**src/rtl/mul_datapath.sv**
```systemverilog
// Datapath of a 32x32 unsigned shift-add multiplier driven step by step by an external controller.
// Optional macro PROTO_CHECK_EN builds a sticky control-sequence violation flag on proto_err.
module mul_datapath (
  input  logic        clk,
  input  logic        rst,
  input  logic [31:0] multiplicand_in,
  input  logic [31:0] multiplier_in,
  input  logic        w_ctrl_Multiplicand,
  input  logic        adding_ctrl,
  input  logic [5:0]  addu_ctrl,
  input  logic        w_ctrl_Product,
  output logic        lsb,
  output logic [63:0] product,
  output logic        product_valid,
  output logic        proto_err
);

  localparam logic [5:0] OP_ADDU   = 6'b100001;
  localparam logic [5:0] SHIFT_MAX = 6'd32;

  logic [31:0] mcand_q, mcand_d;
  logic [63:0] prod_q, prod_d;
  logic [32:0] alu_q, alu_d;
  logic        pend_q, pend_d;
  logic [5:0]  shift_cnt_q, shift_cnt_d;
  logic        loaded_q, loaded_d;
  logic        valid_q, valid_d;

  logic [32:0] upper_ext;
  logic [32:0] alu_sum;
  logic [32:0] shift_src;
  logic        at_end;
  logic        do_load;
  logic        do_shift;

  // The ALU works on the upper product half widened to 33 bits so the carry of
  // the addition survives into the shift.
  always_comb begin
    upper_ext = {1'b0, prod_q[63:32]};
    if (addu_ctrl == OP_ADDU) begin
      alu_sum = upper_ext + {1'b0, mcand_q};
    end else begin
      alu_sum = upper_ext;
    end
  end

  always_comb begin
    if (adding_ctrl) begin
      shift_src = alu_sum;
    end else if (pend_q) begin
      shift_src = alu_q;
    end else begin
      shift_src = upper_ext;
    end
  end

  assign at_end   = (shift_cnt_q == SHIFT_MAX);
  assign do_load  = w_ctrl_Multiplicand;
  // Shifts are refused until a load has primed the operands.
  assign do_shift = !do_load && w_ctrl_Product && loaded_q && !at_end;

  always_comb begin
    mcand_d     = mcand_q;
    prod_d      = prod_q;
    alu_d       = alu_q;
    pend_d      = pend_q;
    shift_cnt_d = shift_cnt_q;
    loaded_d    = loaded_q;
    valid_d     = valid_q;
    if (do_load) begin
      mcand_d     = multiplicand_in;
      prod_d      = {32'b0, multiplier_in};
      shift_cnt_d = 6'd0;
      pend_d      = 1'b0;
      valid_d     = 1'b0;
      loaded_d    = 1'b1;
    end else begin
      if (adding_ctrl && !w_ctrl_Product) begin
        alu_d  = alu_sum;
        pend_d = 1'b1;
      end
      if (do_shift) begin
        prod_d      = {shift_src, prod_q[31:1]};
        shift_cnt_d = shift_cnt_q + 6'd1;
        pend_d      = 1'b0;
        if (shift_cnt_q == SHIFT_MAX - 6'd1) begin
          valid_d = 1'b1;
        end
      end
    end
  end

  always_ff @(posedge clk) begin
    if (rst) begin
      mcand_q     <= 32'b0;
      prod_q      <= 64'b0;
      alu_q       <= 33'b0;
      pend_q      <= 1'b0;
      shift_cnt_q <= 6'b0;
      loaded_q    <= 1'b0;
      valid_q     <= 1'b0;
    end else begin
      mcand_q     <= mcand_d;
      prod_q      <= prod_d;
      alu_q       <= alu_d;
      pend_q      <= pend_d;
      shift_cnt_q <= shift_cnt_d;
      loaded_q    <= loaded_d;
      valid_q     <= valid_d;
    end
  end

  assign lsb           = prod_q[0];
  assign product       = prod_q;
  assign product_valid = valid_q;

`ifdef PROTO_CHECK_EN
  logic proto_err_q, proto_err_d;
  logic violation;

  // A same-cycle load masks the other controls, so it can never be a violation.
  assign violation = !do_load &&
                     ((w_ctrl_Product && loaded_q && at_end) ||
                      ((adding_ctrl || w_ctrl_Product) && !loaded_q));

  always_comb begin
    proto_err_d = proto_err_q;
    if (do_load) begin
      proto_err_d = 1'b0;
    end else if (violation) begin
      proto_err_d = 1'b1;
    end
  end

  always_ff @(posedge clk) begin
    if (rst) begin
      proto_err_q <= 1'b0;
    end else begin
      proto_err_q <= proto_err_d;
    end
  end

  assign proto_err = proto_err_q;
`else
  assign proto_err = 1'b0;
`endif

endmodule
```
**config.mk**
```make
export PLATFORM = sky130hd
export DESIGN_NAME = mul_datapath
export DESIGN_NICKNAME = d
export VERILOG_FILES = /design/src/rtl/mul_datapath.sv
export SDC_FILE = /design/constraint.sdc
export NUM_CORES = 1
export LEC_CHECK = 0
export CAP_MARGIN = 20
export CORE_MARGIN = 1
export CORE_UTILIZATION = 53
export CTS_CLUSTER_DIAMETER = 200
export DETAILED_ROUTE_END_ITERATION = 8
export GPL_TIMING_DRIVEN = 0
export PLACE_DENSITY = 0.88
export RECOVER_POWER = 50
export SLEW_MARGIN = 20
export SYNTH_ARGS = -nofsm -noshare
export SYNTH_HDL_FRONTEND = slang
export SYNTH_SLANG_ARGS = --single-unit
```
**constraint.sdc**
```tcl
create_clock -name clk -period 3.5 [get_ports clk]
set_input_delay 0.525 -clock clk [delete_from_list [all_inputs] [get_ports clk]]
set_output_delay 0.525 -clock clk [all_outputs]
set_load 0.02 [all_outputs]
```
==> results_dict.tcl <==
set metrics [dict create \
    overflow 0 \
    grt_start_max_net_pins 17 \
    drc 8 \
    grt_use_met2_pct 51.2 \
    wirelength_um 22800 \
    grt_busiest_layer "met2" \
    critPathArrivalTime_ns 3.53 \
    yosys.area_share.adder_pct 5.89 \
    syn-cell-area_um2 7560 \
    maxSlewHeadroom_pct 41.8 \
    ios 142 \
    drv_slew 0 \
    cts_root_buf "clkbuf_16" \
    ys.flop_type "dfxtp_1" \
    wl_per_cell_um 17.8 \
    cts_resized 0 \
    path_class "reg2reg" \
    grt_pass1_vias 7505 \
    hold_viol_final 0 \
    vdd_drop_max_mv 0.469 \
    min_period_ns 3.18 \
    final_layout_size_suffix_gt1_share_pct 4.84 \
    finalCritPeriodShare_pct 90.8 \
    holdCritPathClass "reg2reg" \
    most-common-layout-cells "dfxtp_1, nor2_1, a21oi_1" \
    worstPathMaxFanout 5 \
    synth-compound-area-share_pct 26.6 \
    cts.htree.levels 4 \
    coreArea_um2 13900 \
    drt_first_iter_violations 745 \
    place_area_um2 9170 \
    cts_buffer_depth 2 \
    synth_mux_area_share_pct 6.24 \
    first_pass_iters 9 \
    cap_violations 0 \
    postSynth.asyncResetShare_pct 0 \
    syn-num-nets 1035 \
    antenna_found_initial 0 \
    area_growth_pct 29.0 \
    synth-simple-area-share_pct 16.9 \
    rsz0062_at_grt "false" \
    synth_top_family_by_area "compound AO/OA/AOI/OAI gates" \
    hpwlAfterDp_um 16100 \
    num_rows 43 \
    finalSetupViolations 0 \
    die_area_um2 14700 \
    path_cells "ha_1 -> fa_1 -> a21o_1 -> a221oi_4 -> nor3b_2 -> a211oi_4 -> o21ai_2 -> xor2_1 -> nand2_1 -> a311o_1 -> a21oi_1" \
    cts-buffers-inserted 17 \
    layout_commonest_cell "dfxtp_1" \
    gr-usage-met1_pct 38.9 \
    worstMarginPinSlew_ns 0.873 \
    crit_required_ns 3.86 \
    use_met3_pct 6.91 \
    synth-seq-cells 138 \
    final_nets 1192 \
    io_buffer_count 138 \
    grt_usage_pct 31.6 \
    worst_setup_path_end_kind "register" \
    clk-insertion-delay-late_ns 0.43 \
    clkTransAtPathRegs_ns 0.07 \
    postRouteAntennaNets 0 \
    synth_warnings 0 \
    die_x_um 121 \
    post_cts_buffers 0 \
    max_freq_mhz 315 \
    initial_utilization_pct 54.5 \
    synth_cells 925 \
    grt_pass1_wl_um 36800 \
    yosysUniqueCellTypes 71 \
    violations "DRC" \
    route.vias.total 7824 \
    synth_xor_area_share_pct 3.48 \
    cts_tree "yes" \
    critPathSlowestCell "fa_1" \
    gp_congestion 0.901 \
    power_density_nw_per_um2 405 \
    die-height_um 121 \
    synth_edf_count 0 \
    tns_ns 0 \
    finalClockSkew_ns 0.00813 \
    p_leak_nw 3.86 \
    design_area_um2 9750 \
    seq_area_frac_synth_pct 36.5 \
    ctsHoldBuffers 0 \
    synth.avg_cell_area_um2 8.17 \
    n_antenna_cell 0 \
    clock_sinks 138 \
    slowest_delay_ns 0.41 \
    avgViaCountPerCell 6.14 \
    outcome "finished, violations left" \
    startpoint_type "register" \
]
logic make-up (layout without fill, tap and decap cells):
| group | Yosys count | in the layout |
|---|---|---|
| AO/OA/AOI/OAI | 305 | 305 |
| AND/OR/NAND/NOR | 285 | 285 |
| flip-flops | 138 | 138 |
| buffers and inverters | 84 | 254 |
| multiplexers | 47 | 47 |
| adder cells (fa/ha/maj) | 35 | 35 |
| XOR/XNOR | 30 | 30 |
| other | 1 | 1 |
registers in the layout (all words and copies together), names as in the netlist:
signal	cells
mcand_q	32
product_valid	1
shift_cnt_q	6
loaded_q	1
pend_q	1
product	64
alu_q	33
power breakdown:
group	internal [mW]	total (mW)	switching, mW
logic	0.210	0.470	0.261
clock network	1.07	1.81	0.739
registers	1.63	1.67	0.0399
metrics by stage:
stage / power, mW / setup slack [ns] / hold WS [ns] / util (%) / std cells
floorplan: 1.97 / 0.660 / 0.435 / - / 925
global placement: 2.16 / 0.435 / 0.443 / 66.0 / 1243
detailed placement: 2.18 / 0.403 / 0.454 / 66.0 / 1243
CTS: 3.96 / 0.392 / 0.462 / 70.3 / 1275
global route: 4.08 / 0.251 / 0.485 / 70.3 / 1275
finish: 3.96 / 0.322 / 0.461 / 70.3 / 1275
cells in the mapped netlist, drive strengths merged, types with 4 or more instances:
cell type	number	area share, %
nor4	4	0.33
o31ai	5	0.74
nand4	8	0.66
a21o	10	0.99
or3	5	0.41
ha	34	5.6
nor2b	17	1.4
dfxtp	138	37
a21oi	111	7.5
o21a	4	0.40
buf	11	0.71
o221ai	11	1.4
a22oi	32	3.2
a211oi	36	3.7
xnor2	15	1.7
mux2i	46	6.1
o21ai	48	3.2
nand2b	4	0.33
a31oi	14	1.2
nand2	95	4.7
nand3	11	0.73
xor2	15	1.7
o21bai	6	0.60
nor3	11	0.73
clkbuf	57	2.8
inv	16	0.79
nor2	112	5.6
final timing paths:
| check | from | endpoint | slack [ns] | depth (start not counted) |
|---|---|---|---|---|
| worst max-delay path | product[32] | product[47] | 0.32 | 11 |
| worst min register to register | alu_q[31] | alu_q[31] | 0.46 | 2 |
| worst max register to register | product[32] | product[47] | 0.32 | 11 |
| worst min-delay path | alu_q[31] | alu_q[31] | 0.46 | 2 |
routing by layer:
layer	part of all wire [%]	wire, um
met3	9.4	2130
met5	0	0
met2	47	10600
met1	40	9040
met4	4.4	1000
worst max-delay path: cells and delay by family, from the launching register on:
family / cells / cell delay, ns
compound gates: 6 / 1.64
fa+ha+maj: 2 / 0.66
flops: 1 / 0.36
xor+xnor: 1 / 0.23
simple gates: 2 / 0.21
cell type report:
class                           instances  area [um^2]
Clock buffer                           19          443
Buffer                                 68          268
Sequential cell                       138         2760
Tap cell                              180          225
Timing Repair Buffer                  138         1380
Multi-Input combinational cell        703         4470
Clock inverter                         13          145
Fill cell                            1113         4130
Inverter                               16         60.1
Note: power is estimated with default switching activity, not from simulation.
